<file path="src/rtl/prelude_pkg.sv">
// Shared types for the Prelude execution controller: sequencer states and halt causes.
package prelude_pkg;

  typedef enum logic [1:0] {
    HOLD = 2'b00,
    HALT = 2'b01,
    RUN  = 2'b10,
    STEP = 2'b11
  } run_state_t;

  typedef enum logic [1:0] {
    CAUSE_RESET = 2'b00,
    CAUSE_CMD   = 2'b01,
    CAUSE_BREAK = 2'b10,
    CAUSE_STEP  = 2'b11
  } halt_cause_t;

endpackage

</file>
<file path="src/rtl/prelude_tick_div.sv">
// Instruction-rate prescaler: tick once every div_limit+1 enabled cycles.
module prelude_tick_div #(
  parameter int DIV_WIDTH = 24
) (
  input  logic                 clk,
  input  logic                 reset,
  input  logic                 clear,
  input  logic                 enable,
  input  logic [DIV_WIDTH-1:0] div_limit,
  output logic                 tick
);

  logic [DIV_WIDTH-1:0] r_count;

  // >= rather than == so a lowered limit never waits for wrap-around.
  assign tick = enable && (r_count >= div_limit);

  // NOTE: synchronous reset lives inside the clocked branch; all state uses <=.
  always_ff @(posedge clk) begin
    if (reset || clear) begin
      r_count <= '0;
    end else if (enable) begin
      if (tick) r_count <= '0;
      else      r_count <= r_count + 1'b1;
    end
  end

endmodule

</file>
<file path="src/rtl/prelude_run_ctrl.sv">
// Prelude CPU execution controller: reset hold, run/halt/step sequencing,
// rate-limited cpu_en strobes, PC breakpoint and retired-instruction count.
module prelude_run_ctrl
  import prelude_pkg::*;
#(
  parameter int DIV_WIDTH    = 24,
  parameter int RESET_CYCLES = 4
) (
  input  logic                 clk,
  input  logic                 reset,
  input  logic                 cmd_run,
  input  logic                 cmd_halt,
  input  logic                 cmd_step,
  input  logic [DIV_WIDTH-1:0] div_limit,
  input  logic                 bp_enable,
  input  logic [7:0]           bp_addr,
  input  logic [7:0]           pc,
  output logic                 cpu_reset,
  output logic                 cpu_en,
  output logic                 halted,
  output logic [1:0]           halt_cause,
  output logic [15:0]          retired
);

  localparam int              HOLD_W    = (RESET_CYCLES > 1) ? $clog2(RESET_CYCLES) : 1;
  localparam logic [HOLD_W-1:0] HOLD_LOAD = HOLD_W'(RESET_CYCLES - 1);

  run_state_t        r_state;
  halt_cause_t       r_cause;
  logic [HOLD_W-1:0] r_hold_cnt;
  logic              r_prev_run, r_prev_halt, r_prev_step;
  logic              r_skip_bp;
  logic              r_cpu_reset, r_cpu_en, r_halted;
  logic [15:0]       r_retired;

  logic w_edge_run, w_edge_halt, w_edge_step;
  logic w_tick, w_div_clear, w_div_en, w_bp_hit;

  assign w_edge_run  = cmd_run  & ~r_prev_run;
  assign w_edge_halt = cmd_halt & ~r_prev_halt;
  assign w_edge_step = cmd_step & ~r_prev_step;

  assign w_div_en    = (r_state == RUN) || (r_state == STEP);
  assign w_div_clear = (r_state == HALT) && !w_edge_halt && (w_edge_step || w_edge_run);
  assign w_bp_hit    = bp_enable && (pc == bp_addr) && !r_skip_bp;

  prelude_tick_div #(.DIV_WIDTH(DIV_WIDTH)) u_tick_div (
    .clk       (clk),
    .reset     (reset),
    .clear     (w_div_clear),
    .enable    (w_div_en),
    .div_limit (div_limit),
    .tick      (w_tick)
  );

  always_ff @(posedge clk) begin
    if (reset) begin
      r_state     <= HOLD;
      r_cause     <= CAUSE_RESET;
      r_hold_cnt  <= HOLD_LOAD;
      // Held levels must not look like fresh edges once reset drops.
      r_prev_run  <= 1'b1;
      r_prev_halt <= 1'b1;
      r_prev_step <= 1'b1;
      r_skip_bp   <= 1'b0;
      r_cpu_reset <= 1'b1;
      r_cpu_en    <= 1'b0;
      r_halted    <= 1'b0;
      r_retired   <= '0;
    end else begin
      r_prev_run  <= cmd_run;
      r_prev_halt <= cmd_halt;
      r_prev_step <= cmd_step;
      r_cpu_en    <= 1'b0;
      case (r_state)
        HOLD: begin
          if (r_hold_cnt == '0) begin
            r_state     <= HALT;
            r_cause     <= CAUSE_RESET;
            r_cpu_reset <= 1'b0;
            r_halted    <= 1'b1;
          end else begin
            r_hold_cnt <= r_hold_cnt - 1'b1;
          end
        end
        HALT: begin
          if (w_edge_halt) begin
            r_state <= HALT;
          end else if (w_edge_step) begin
            r_state   <= STEP;
            r_halted  <= 1'b0;
            r_skip_bp <= 1'b1;
          end else if (w_edge_run) begin
            r_state   <= RUN;
            r_halted  <= 1'b0;
            r_skip_bp <= 1'b1;
          end
        end
        RUN: begin
          if (w_edge_halt) begin
            r_state  <= HALT;
            r_cause  <= CAUSE_CMD;
            r_halted <= 1'b1;
          end else if (w_tick && w_bp_hit) begin
            r_state  <= HALT;
            r_cause  <= CAUSE_BREAK;
            r_halted <= 1'b1;
          end else if (w_tick) begin
            r_cpu_en  <= 1'b1;
            r_retired <= r_retired + 16'd1;
            r_skip_bp <= 1'b0;
          end
        end
        STEP: begin
          if (w_edge_halt) begin
            r_state  <= HALT;
            r_cause  <= CAUSE_CMD;
            r_halted <= 1'b1;
          end else if (w_tick) begin
            r_cpu_en  <= 1'b1;
            r_retired <= r_retired + 16'd1;
            r_state   <= HALT;
            r_cause   <= CAUSE_STEP;
            r_halted  <= 1'b1;
          end
        end
        default: r_state <= HOLD;
      endcase
    end
  end

  assign cpu_reset  = r_cpu_reset;
  assign cpu_en     = r_cpu_en;
  assign halted     = r_halted;
  assign halt_cause = r_cause;
  assign retired    = r_retired;

endmodule

</file>
<file path="config.mk">
export PLATFORM = sky130hd
export DESIGN_NAME = prelude_run_ctrl
export DESIGN_NICKNAME = d
export VERILOG_FILES = /design/src/rtl/prelude_pkg.sv /design/src/rtl/prelude_tick_div.sv /design/src/rtl/prelude_run_ctrl.sv
export SDC_FILE = /design/constraint.sdc
export NUM_CORES = 1
export LEC_CHECK = 0
export BUFFER_PORTS_ARGS = -buffer_cell sky130_fd_sc_hd__buf_2
export CAP_MARGIN = 25
export CORE_MARGIN = 2
export CORE_UTILIZATION = 45
export DETAILED_ROUTE_END_ITERATION = 6
export GPL_TIMING_DRIVEN = 0
export PLACE_DENSITY = 0.68
export SLEW_MARGIN = 20
export SYNTH_ARGS = -nofsm -noshare
export SYNTH_HDL_FRONTEND = slang
export SYNTH_SLANG_ARGS = --single-unit
</file>
<file path="constraint.sdc">
create_clock -name clk -period 5.7 [get_ports clk]
set_input_delay 0.855 -clock clk [delete_from_list [all_inputs] [get_ports clk]]
set_output_delay 0.855 -clock clk [all_outputs]
set_load 0.03 [all_outputs]
</file>
==> results by group <==
Run status
  – Status: finished clean

Route
  – Vias/cell: 5.300
  – Vias: 2809
  – M1 wire length: just over 3 mm
  – Total Wirelength: 6.600 mm
  – Met2 routed WL: 3.175 mm
  – Top Layer Used: met4
  – Post-route DRC: 0
  – WL/cell: 12.45 µm
  – Remaining antenna violation count: 0
  – First-iteration detailed-routing DRC count: 87
  – Drt pass-1 iters: 4
  – Met3 wire len: approximately 240 µm

Min path
  – Hold Path Class: register to register

Setup path
  – Crit-path max FO: 10
  – Worst Setup Path Type: input pin to register
  – Critical Path RT: just under 6 ns
  – Arrival time worst endpoint: roughly 3.1 ns
  – CP Launch Type: input pin
  – CP Capture Type: register

Yosys
  – Syn Nets: around 450
  – Asr flop ratio synth: 0
  – Yosys top cell by area: dfxtp_1
  – Synth unique cells: 45
  – #FFs+latches synth: 53
  – Top cells by area, synth: dfxtp_1, ha_1, nor2_1
  – Avg Inst Size Synth: a little over 8 µm²
  – Post-synth top area share: 0.3407
  – Post-synthesis instance area: 3114 µm²
  – Gate Count Post-Synth: 376
  – Synth Warn #: 0
  – Prevailing post-synth register cell: dfxtp_1
  – EDFF count, synth: 0
  – Sequential area share after synthesis: 0.3407

Clocking
  – Num CTS Buffers: 5
  – CTS H-Tree Depth: 2
  – PostCTS Resize Cnt: 0
  – CTS clk-pin slew, worst paths: 0.09 ns
  – Post-CTS Setup Repair Bufs: 0
  – Hold buffers post-CTS: 0
  – Maximum buffer depth of the clock tree: 2
  – Clk sink count: 53
  – TritonCTS clock tree: done
  – CTS root buffer: clkbuf_8
  – Clk_lat worst skew: 0.31 ns

Die
  – Row cnt: 30
  – Initial Util: 0.4609
  – Ports: 67
  – Height of the die: 87.19 µm
  – Die W: 87.19 µm
  – Core area: 6756 µm²
  – Die area: 7602 µm²

Finish
  – Commonest non-fill, non-tap cell in the layout: buf_2
  – Number of diodes: 0
  – Syn-to-layout area delta: 17.28%
  – NumNets Final: 522
  – Final Cell Area: 3652 µm²
  – Storage element area: 1061 µm²
  – Most frequent cells in the layout: buf_2, dfxtp_1, nor2_1
  – Area of the multi-input gates: 1889 µm²
  – Core Util, Final: 0.5406
  – Layout cell share with drive strength beyond 1: 0.2000
  – Filler cell count in the final layout: about 660

Place
  – Buffers added on ports: 66
  – Placed inst area: 3551 µm²
  – Post-DP HPWL: 5.122 mm
  – Placer Congestion: around 0.83

Timing
  – Fin. Hold Viols: 0
  – RSZ-0062 raised after global routing: false
  – Clock skew: approximately 0.0045 ns
  – Setup TNS Final: 0 ns
  – Slew Viols, Final: 0
  – Final setup viols: 0
  – Max Clk Rate: 350.1 MHz
  – Rel. slew slack: 0.4786
  – Slew of the pin with the lowest slew margin: 0.7756 ns
  – Minimum clock period: 2.856 ns
  – Fin crit share: 0.5011

Power and ir drop
  – Maximum VDD drop: between 100 and 150 µV
  – Pwr/cell area: 200.7 nW/µm²
  – Leakage: ~0.0016 µW

GRT
  – All-Layer GR Usage: 0.1820
  – First-pass GRT wire length: approximately 11 mm
  – Initial antenna violation count: 0
  – Largest net degree at the start of global routing: 16
  – Vias in the first global route: 2624
  – Total grt overflow: 0

Flow run
  – Max-cap viol count: 0
[final timing paths]
path	from	end	slack, ns	cells past startpoint
max	div_limit[21]	retired[7]$_SDFFE_PP0P_	2.84	11
min	cpu_reset$_SDFFE_PP1P_	cpu_reset$_SDFFE_PP1P_	0.46	1
max reg2reg	u_tick_div.r_count[21]$_SDFFE_PP0P_	retired[7]$_SDFFE_PP0P_	3.15	9
min reg2reg	cpu_reset$_SDFFE_PP1P_	cpu_reset$_SDFFE_PP1P_	0.46	1
[per-stage QoR]
stage | hold slack, ns | total power [µW] | cells | setup WS, ns
floorplan | 0.4472 | 472.6 | 376 | 2.908
global placement | 0.4331 | 504.1 | 522 | 2.554
detailed placement | 0.4395 | 507.9 | 522 | 2.542
CTS | 0.4620 | 737.8 | 530 | 2.830
global route | 0.4823 | 769.9 | 530 | 2.690
finish | 0.4570 | 732.9 | 530 | 2.844
[cells by family after synthesis]
family | count (synthesis) | share of synthesized area
buffers and inverters | 42 | 0.05464
XOR/XNOR | 31 | 0.08718
multiplexers | 3 | 0.01085
AO/OA/AOI/OAI | 61 | 0.1298
flip-flops | 53 | 0.3407
AND/OR/NAND/NOR | 159 | 0.2684
adder cells (fa/ha/maj) | 27 | 0.1085
[worst max-delay path: stages]
cell,delay (ns)
buf_2,0.08
inv_1,0.03
ha_1,0.30
nand4_2,0.20
nor4_4,0.35
nand2_1,0.13
nand4_2,0.21
nor2_2,0.10
buf_6,0.15
or4_1,0.51
a21oi_1,0.18
[cells in the mapped netlist (all sizes together) (6+ instances only)]
| cell type | instances |
|---|---|
| a21oi | 24 |
| clkbuf | 6 |
| dfxtp | 53 |
| ha | 27 |
| inv | 31 |
| nand2 | 30 |
| nand3 | 17 |
| nand4 | 15 |
| nor2 | 42 |
| nor2b | 10 |
| nor3 | 11 |
| o21ai | 9 |
| o31ai | 8 |
| or4 | 6 |
| xnor2 | 14 |
| xor2 | 17 |
[registers in the layout, summed over array words and instances, names as in the netlist]
name                flops
r_state                 2
r_skip_bp               1
r_prev_halt             1
retired                16
cpu_en                  1
cpu_reset               1
halted                  1
r_prev_run              1
r_prev_step             1
halt_cause              2
r_hold_cnt              2
u_tick_div.r_count     24
[routing by layer]
metal | GRT usage | vias to the layer above
li1 | - | 1466
met1 | 0.2263 | 1273
met2 | 0.3151 | 60
met3 | 0.02938 | 10
met4 | 0.06993 | 0
met5 | 0 | -
[where the power goes]
group / total, µW / switching [µW] / internal (µW)
registers: 392 / 9.01 / 383
logic: 106 / 59.3 / 46.9
clock network: 234 / 124 / 110
total: 733 / 193 / 540
[cell type report]
type | count | share of cell area
sequential | 53 | 0.2905
timing repair buffer | 66 | 0.09044
inverter | 31 | 0.03186
clock inverter | 1 | 0.001370
clock buffer | 7 | 0.02638
multi-input combinational | 281 | 0.5173
buffer | 11 | 0.01473
tap | 80 | 0.02741
Note: power is estimated with default switching activity, not from simulation.
